`src/rtl/fetch_control_unit_pkg.sv`:
```
// Shared definitions for the instruction-fetch controller: PC source
// encodings (common with the datapath) and the fetch FSM state encoding.
package fetch_control_unit_pkg;

  localparam logic [1:0] PC_SRC_NEXT   = 2'b00;
  localparam logic [1:0] PC_SRC_BRANCH = 2'b01;
  localparam logic [1:0] PC_SRC_TRAP   = 2'b10;

  typedef enum logic [1:0] {
    ST_IDLE  = 2'b00,
    ST_FETCH = 2'b01,
    ST_HOLD  = 2'b10,
    ST_FAULT = 2'b11
  } fetch_state_t;

  // A trap always wins over a branch redirect arriving in the same cycle.
  function automatic logic [1:0] redirect_src(input logic trap, input logic redirect);
    redirect_src = trap ? PC_SRC_TRAP : (redirect ? PC_SRC_BRANCH : PC_SRC_NEXT);
  endfunction

endpackage

```
`src/rtl/fetch_timeout_counter.sv`:
```
// Counts cycles spent waiting for instruction memory; flags expiry one
// cycle before the configured limit so the FSM can leave FETCH on time.
module fetch_timeout_counter #(
  parameter int TIMEOUT_CYCLES = 16,
  parameter int TIMEOUT_WIDTH  = 5
) (
  input  logic clk,
  input  logic rst_n,
  input  logic clear,
  input  logic count_en,
  output logic expired
);

  localparam logic [TIMEOUT_WIDTH-1:0] LAST = TIMEOUT_WIDTH'(TIMEOUT_CYCLES - 1);

  logic [TIMEOUT_WIDTH-1:0] count;

  always_ff @(posedge clk or negedge rst_n) begin
    if (!rst_n) begin
      count <= '0;
    end else if (clear) begin
      count <= '0;
    end else if (count_en) begin
      count <= count + 1'b1;
    end
  end

  assign expired = (count == LAST);

endmodule

```
`src/rtl/fetch_control_unit.sv`:
```
// Instruction-fetch sequencer: memory request/ack handshake, PC/IR load
// strobes, and absorption of redirects and traps during an in-flight fetch.
module fetch_control_unit
  import fetch_control_unit_pkg::*;
#(
  parameter int TIMEOUT_CYCLES = 16,
  parameter int TIMEOUT_WIDTH  = 5
) (
  input  logic       fetch_ctrl_clock_in,
  input  logic       fetch_ctrl_reset_in,
  input  logic       fetch_ctrl_enable_in,
  input  logic       fetch_ctrl_mem_ack_in,
  input  logic       fetch_ctrl_mem_err_in,
  input  logic       fetch_ctrl_redirect_in,
  input  logic       fetch_ctrl_trap_in,
  input  logic       fetch_ctrl_decode_rdy_in,
  output logic       fetch_ctrl_mem_req_out,
  output logic       fetch_ctrl_pc_set_out,
  output logic [1:0] fetch_ctrl_pc_src_out,
  output logic       fetch_ctrl_ir_set_out,
  output logic       fetch_ctrl_ir_valid_out,
  output logic       fetch_ctrl_fault_out
);

  fetch_state_t state, state_next;
  logic         pend_vld, pend_vld_next;
  logic [1:0]   pend_src, pend_src_next;
  logic         pc_set, ir_set;
  logic [1:0]   pc_src;
  logic         expired, count_en, clear;
  logic         flush;

  assign flush    = fetch_ctrl_trap_in | fetch_ctrl_redirect_in;
  assign count_en = (state == ST_FETCH) & ~fetch_ctrl_mem_ack_in;
  assign clear    = (state != ST_FETCH) | fetch_ctrl_mem_ack_in | expired;

  fetch_timeout_counter #(
    .TIMEOUT_CYCLES(TIMEOUT_CYCLES),
    .TIMEOUT_WIDTH (TIMEOUT_WIDTH)
  ) u_timeout (
    .clk     (fetch_ctrl_clock_in),
    .rst_n   (fetch_ctrl_reset_in),
    .clear   (clear),
    .count_en(count_en),
    .expired (expired)
  );

  always_comb begin
    state_next    = state;
    pc_set        = 1'b0;
    pc_src        = PC_SRC_NEXT;
    ir_set        = 1'b0;
    pend_vld_next = 1'b0;
    pend_src_next = pend_src;
    case (state)
      ST_IDLE: begin
        if (flush) begin
          pc_set = 1'b1;
          pc_src = redirect_src(fetch_ctrl_trap_in, fetch_ctrl_redirect_in);
        end
        if (fetch_ctrl_enable_in) state_next = ST_FETCH;
      end
      ST_FETCH: begin
        pend_vld_next = pend_vld;
        if (fetch_ctrl_mem_ack_in) begin
          pend_vld_next = 1'b0;
          if (fetch_ctrl_mem_err_in) begin
            state_next = ST_FAULT;
          end else if (flush || pend_vld) begin
            // Returned word belongs to the abandoned path: drop it, retarget PC.
            pc_set     = 1'b1;
            pc_src     = flush ? redirect_src(fetch_ctrl_trap_in, fetch_ctrl_redirect_in)
                               : pend_src;
            state_next = fetch_ctrl_enable_in ? ST_FETCH : ST_IDLE;
          end else begin
            ir_set     = 1'b1;
            pc_set     = 1'b1;
            state_next = ST_HOLD;
          end
        end else if (expired) begin
          pend_vld_next = 1'b0;
          state_next    = ST_FAULT;
        end else if (fetch_ctrl_trap_in) begin
          pend_vld_next = 1'b1;
          pend_src_next = PC_SRC_TRAP;
        end else if (fetch_ctrl_redirect_in && !(pend_vld && pend_src == PC_SRC_TRAP)) begin
          pend_vld_next = 1'b1;
          pend_src_next = PC_SRC_BRANCH;
        end
      end
      ST_HOLD: begin
        if (flush) begin
          pc_set     = 1'b1;
          pc_src     = redirect_src(fetch_ctrl_trap_in, fetch_ctrl_redirect_in);
          state_next = fetch_ctrl_enable_in ? ST_FETCH : ST_IDLE;
        end else if (fetch_ctrl_decode_rdy_in) begin
          state_next = fetch_ctrl_enable_in ? ST_FETCH : ST_IDLE;
        end
      end
      ST_FAULT: begin
        if (fetch_ctrl_trap_in) begin
          pc_set     = 1'b1;
          pc_src     = PC_SRC_TRAP;
          state_next = ST_FETCH;
        end
      end
      default: state_next = ST_IDLE;
    endcase
  end

  always_ff @(posedge fetch_ctrl_clock_in or negedge fetch_ctrl_reset_in) begin
    if (!fetch_ctrl_reset_in) begin
      state                   <= ST_IDLE;
      pend_vld                <= 1'b0;
      pend_src                <= PC_SRC_NEXT;
      fetch_ctrl_mem_req_out  <= 1'b0;
      fetch_ctrl_ir_valid_out <= 1'b0;
      fetch_ctrl_fault_out    <= 1'b0;
    end else begin
      state                   <= state_next;
      pend_vld                <= pend_vld_next;
      pend_src                <= pend_src_next;
      fetch_ctrl_mem_req_out  <= (state_next == ST_FETCH);
      fetch_ctrl_ir_valid_out <= (state_next == ST_HOLD);
      fetch_ctrl_fault_out    <= (state_next == ST_FAULT);
    end
  end

  // Strobes are forced low while reset is held so every output reads 0 in reset.
  assign fetch_ctrl_pc_set_out = pc_set & fetch_ctrl_reset_in;
  assign fetch_ctrl_pc_src_out = (pc_set & fetch_ctrl_reset_in) ? pc_src : PC_SRC_NEXT;
  assign fetch_ctrl_ir_set_out = ir_set & fetch_ctrl_reset_in;

endmodule

```
`config.mk`:
```
export PLATFORM = sky130hd
export DESIGN_NAME = fetch_control_unit
export DESIGN_NICKNAME = d
export VERILOG_FILES = /design/src/rtl/fetch_control_unit_pkg.sv /design/src/rtl/fetch_timeout_counter.sv /design/src/rtl/fetch_control_unit.sv
export SDC_FILE = /design/constraint.sdc
export NUM_CORES = 1
export LEC_CHECK = 0
export ABC_AREA = 1
export CAP_MARGIN = 15
export CELL_PAD_IN_SITES_DETAIL_PLACEMENT = 0
export CELL_PAD_IN_SITES_GLOBAL_PLACEMENT = 2
export CORE_ASPECT_RATIO = 0.9
export CORE_MARGIN = 10
export CORE_UTILIZATION = 28
export DETAILED_ROUTE_END_ITERATION = 12
export PLACE_DENSITY_LB_ADDON = 0.1
export SLEW_MARGIN = 15
export SYNTH_ARGS = -nofsm -noshare
export SYNTH_HDL_FRONTEND = slang
export SYNTH_SLANG_ARGS = --single-unit
```
`constraint.sdc`:
```
create_clock -name fetch_ctrl_clock_in -period 1.9 [get_ports fetch_ctrl_clock_in]
set_input_delay 0.19 -clock fetch_ctrl_clock_in [delete_from_list [all_inputs] [get_ports fetch_ctrl_clock_in]]
set_output_delay 0.19 -clock fetch_ctrl_clock_in [all_outputs]
set_load 0.005 [all_outputs]
```
Word level (Yosys, flattened, before mapping) --
Index checks and enable logic that the tools add are counted.
Storage, ports and cells: output and inout bits 7, input bits 8, register bits 13, word-level logic and storage cells 73
Cells by class: reduce and logical (&&, ||, !) cells 9, multiplexer cells 38, add/subtract/negate cells 1, bitwise gates (word level) 8, equal/unequal tests 10
Operators with widths (count):
- $mux W2 | 18
- $mux W1 | 15
- $eq A2 B2 Y1 const B | 5
- $mux W5 | 2
- $pmux W2 S4 | 1
- $pmux W2 S3 | 1
- $add A5 B1 Y5 const B | 1
- $eq A5 B4 Y1 const B | 1
- $ne A5 B4 Y1 const B | 1
- $eq A2 B1 Y1 const B | 2
- $reduce_and A4 Y1 | 1
- $reduce_bool A2 Y1 | 2
- $and A1 B1 Y1 | 3
- $or A1 B1 Y1 | 3
- $pmux W1 S3 | 1
- $logic_and A1 B1 Y1 | 2
- $logic_not A2 Y1 | 1
- $ne A2 B1 Y1 const B | 1
- $not A1 Y1 | 2
- $reduce_or A2 Y1 | 1
- $logic_not A1 Y1 | 1
- $logic_or A1 B1 Y1 | 1

Depth between registers and ports, before layout --
depth after elaboration 9, mapped depth 9, mapped depth without buffers 9

Modules after synthesis --
Synthesis repeated with hierarchy kept, for this count alone.
Second synthesis, totals: cells, all modules 103, area total of the unflattened synthesis 787.0 sq um
Modules (own cells, without submodules):
- fetch_control_unit | area an instance 523.0 sq um, cells an instance 72, instances 1, sequential area each 200.2 sq um
- fetch_timeout_counter | area an instance 264.0 sq um, cells an instance 31, instances 1, sequential area each 125.1 sq um

Least setup slack after synthesis --
No wires, ideal clock.
path type reg-to-reg, start point reg u_timeout.count[0], end point reg pend_src[1], data required time 1.779 ns, slack 0.353 ns, clock period less this slack 1.547 ns, cell stages (with the launch flop) 10, data arrival time 1.427 ns, cell sequence dfrtp_1 > ha_1 > nand2_1 > nor2_1 > ha_1 > or2_1 > nor2_8 > nand2_2 > nand2_1 > o21ai_1
Between the ends: word-level cells in the longest chain between the ends 3
Ends and longest elaborated chain:
- start: declaration | RTL line fetch_timeout_counter.sv:16 | logic [TIMEOUT_WIDTH-1:0] count;
- start signal: assignment | RTL line fetch_timeout_counter.sv:24 | count <= count + 1'b1;
- $eq A5 B4 Y1 | RTL line fetch_timeout_counter.sv:28 | assign expired = (count == LAST);
- $not A1 Y1 (no source line)
- $reduce_and A4 Y1 (no source line)
- end signal: assignment | RTL line fetch_control_unit.sv:122 | pend_src <= pend_src_next;
- end: declaration | RTL line fetch_control_unit.sv:27 | logic [1:0] pend_src, pend_src_next;
Every way passes these cells. A chain may end at the register's enable or synchronous reset.

Worst setup path in the final report --
start point reg state[0], end point out fetch_ctrl_pc_src_out[0]
Between the ends: word-level cells in the longest chain between the ends 5
Ends and longest elaborated chain:
- start: declaration | RTL line fetch_control_unit.sv:25 | fetch_state_t state, state_next;
- start signal: assignment | RTL line fetch_control_unit.sv:120 | state <= state_next;
- $eq A2 B2 Y1 / $logic_not A2 Y1 (equally long branches) | RTL line fetch_control_unit.sv:55 | case (state)
- $reduce_or A2 Y1 (no source line)
- $pmux W1 S3 | RTL line fetch_control_unit.sv:55
- $and A1 B1 Y1 | RTL line fetch_control_unit.sv:131 | assign fetch_ctrl_pc_src_out = (pc_set & fetch_ctrl_reset_in) ? pc_src : PC_SRC_NEXT;
- $mux W2 * | RTL line fetch_control_unit.sv:131
- end: declaration | RTL line fetch_control_unit.sv:19 | output logic [1:0] fetch_ctrl_pc_src_out,
Every way passes the cells marked *; elsewhere a longest branch is shown, timed or not.

==> flow_summary.yaml <==
outcome:
  outcome: "finished, final reports clean"
detailed_routing:
  wl_mm: 1.70
  drcViolationCount: 0
  drt-initial-drc-count: 17
  ant_nets: 0
  vias: 654
  first_pass_iters: 3
  viasPerCell: 4.22
  wire_per_inst_um: 10.9
floorplanning:
  pin_count: 15
  core_area_um2: 2490
  initial_core_util_pct: 29.6
  rows: 17
  dieArea_um2: 5080
  die_x_um: 74.0
  die_y_um: 68.6
setup_path:
  crit_required_ps: 1710
  crit_path_end_kind: "primary output"
  reg2reg_slack_ps: 250
  crit_slowest_cell: "dfrtp_1"
  crit_chain: "inv_2, nor2_4, buf_4, inv_4, nor2_2, nor2_2, nand2_1, nor2_1, dlygate4sd2_1"
  arrival_ps: 1550
  startpoint_type: "flop"
  reg2reg_depth: 9
  crit_path_frequent_cell: "nor2_2"
  max_stage_delay_ps: 400
  crit_family: "buffers and inverters"
  timing.rr.end: "pend_src[0]"
  path_buf_inv: 4
  r2r_start: "u_timeout.count[0]"
  crit_fanout: 4
  crit_type: "flop to primary output"
grt:
  grt.overflow.total: 0
  antenna_found_initial: 0
  grt_use_met1_pct: 10.1
  grt_pass1_vias: 673
  grt_use_met2_pct: 11.4
  grt_use_total_pct: 7.88
  busiest_layer: "met2"
  grt_max_degree: 9
  grt_pass1_wl_mm: 3.11
  met3_usage_pct: 2.28
flow_run:
  maxCapViolCount: 0
timing:
  worstMarginPinSlew_ps: 231
  setup_viol: 0
  setup_tns_ps: 0
  worst_hold_slack_ps: 341
  rsz0062_at_grt: "false"
  layout_min_cycle_time_ps: 1740
  hold_viol_final: 0
  maxSlewViolCount: 0
  post-route-period-util_pct: 91.4
  slew_headroom_pct: 84.5
  timing.final.ws_setup_ps: 164
  fin_skew_ps: 3.54
  clock.fmax_ghz: 0.576
clock_network:
  cts_tree: "built"
  cts_inserted_buffers: 3
  clock_path_buffers: 2
  cts_root_buf: "clkbuf_4"
  hold_buffers: 0
  cts.sinks: 13
  cts_max_level: 1
  cts.clk_slew.worst_paths_ps: 80
  clock_latency_ps: 270
logic_synthesis:
  synth_cells: 92
  synth_compound_area_share_pct: 6.97
  synthesis.area_um2: 736
  syn_nets: 102
  synth_area_leader_cell: "dfrtp_1"
  synthAdderAreaFrac_pct: 3.40
  synthTopCellsByArea: "dfrtp_1 44%, nand2_1 7.7%, nor2_1 7.1%"
  synth-seq-cells: 13
  yosys.area_share.simple_pct: 36.4
  synth_top_area_share_pct: 44.2
  synth_edf_count: 0
  synthXorXnorAreaFrac_pct: 0
  yosysSeqAreaShare_pct: 44.2
  syn_avg_cell_area_um2: 8.00
  ys_async_sr_fraction_pct: 100
  yosys_warnings: 0
  yosysUniqueCellTypes: 19
  ys.flop_type: "dfrtp_1"
  synthTopCellsByCount: "15 x nand2_1, 14 x nor2_1, 13 x dfrtp_1, 13 x inv_1, 6 x nand3_1"
  synth.most_common_cell: "nand2_1"
  synth_top_family_by_area: "simple AND/OR/NAND/NOR gates"
  synthMuxAreaShare_pct: 0
finish:
  final_layout_size_suffix_gt1_share_pct: 30.7
  nets: 138
  final_core_util_pct: 42.9
  insertedDiodeCount: 0
  areaGrowthSynthToFinish_pct: 45.1
  layout.cells.non_filler: 155
  final_area_um2: 1070
hold_path:
  min_path_type: "primary input to asynchronous set/reset pin"
placement:
  place_worst_setup_slack_ps: -94.7
  dpl-instance-area_um2: 1010
  dp_cells: 147
  gp_congestion: 0.741
  port_buffers: 14
  dp_hpwl_mm: 1.44
power_and_ir_drop:
  power.density_nw_per_um2: 820
  cellLeakagePower_nw: 0.566
  power_uw: 875
  ir_worst_vdd_mv: 0.490
## report_power, final
part           leakage [nW]  internal, mW  switching [mW]
sequential            0.165         0.331          0.0345
clock                0.0177        0.0780          0.0890
combinational         0.383         0.170           0.173
total                 0.566         0.579           0.297
## kinds of logic after synthesis
kind of cell | Yosys count
buf+inv | 17
compound gates | 10
flops | 13
simple gates | 50
fa+ha+maj | 2
## cell usage in the layout, fill, tap and decap left out, types with 2 or more instances in the layout
| cell type | n |
|---|---|
| ha_1 | 2 |
| nor2_2 | 3 |
| a21oi_1 | 4 |
| nor2_1 | 14 |
| o21ai_1 | 4 |
| nand3_2 | 2 |
| dfrtp_1 | 12 |
| nand3_1 | 6 |
| clkdlybuf4s50_1 | 8 |
| dlygate4sd2_1 | 4 |
| nand2_1 | 15 |
| buf_4 | 17 |
| clkbuf_4 | 3 |
| inv_1 | 13 |
| nor2_4 | 3 |
| inv_2 | 3 |
| dlymetal6s2s_1 | 2 |
| nand2_2 | 4 |
## state kept, by name, indices dropped and copies added (netlist names)
| name | count |
|---|---|
| fetch_ctrl_fault_out | 1 |
| pend_src | 2 |
| fetch_ctrl_mem_req_out | 1 |
| u_timeout.count | 5 |
| state | 2 |
| fetch_ctrl_ir_valid_out | 1 |
| pend_vld | 1 |
## cell type report
| type | instances | area, µm² |
|---|---|---|
| timing repair buffer | 31 | 268 |
| clock buffer | 3 | 22.5 |
| clock inverter | 1 | 5.00 |
| tap | 28 | 35.0 |
| sequential | 13 | 327 |
| multi-input combinational | 62 | 344 |
| fill | 273 | 1420 |
| inverter | 17 | 66.3 |
## worst reg2reg max path: stages, from the launching register on
cell	delay [ps]
dfrtp_1	400
ha_1	210
nand2_1	80
nor2_1	50
ha_1	160
or2_1	290
nor2_8	160
nand2_2	80
nand2_1	60
o21ai_1	50
## worst max path at each step
stage / from / end / cells past startpoint
global route: state[0] / fetch_ctrl_pc_src_out[0] / 9
global placement: fetch_ctrl_trap_in / fetch_ctrl_pc_src_out[0] / 8
detailed placement: fetch_ctrl_trap_in / fetch_ctrl_pc_src_out[0] / 8
floorplan: u_timeout.count[0] / pend_src[1] / 9
CTS: fetch_ctrl_redirect_in / fetch_ctrl_ir_set_out / 6
finish: state[0] / fetch_ctrl_pc_src_out[0] / 9
## timing repair
item / in CTS / in global routing
pin swaps: 2 / 1
setup buffers: 2 / 2
endpoints found under the setup margin: 4 / 1
resized for setup: 6 / 2
## metal layers
layer  wire (µm)  share of wire (%)
met4          18                1.1
met1         854                 50
met3          92                5.4
met5           0                  0
met2         731                 43
No activity file was read; power rests on OpenSTA's default activity.
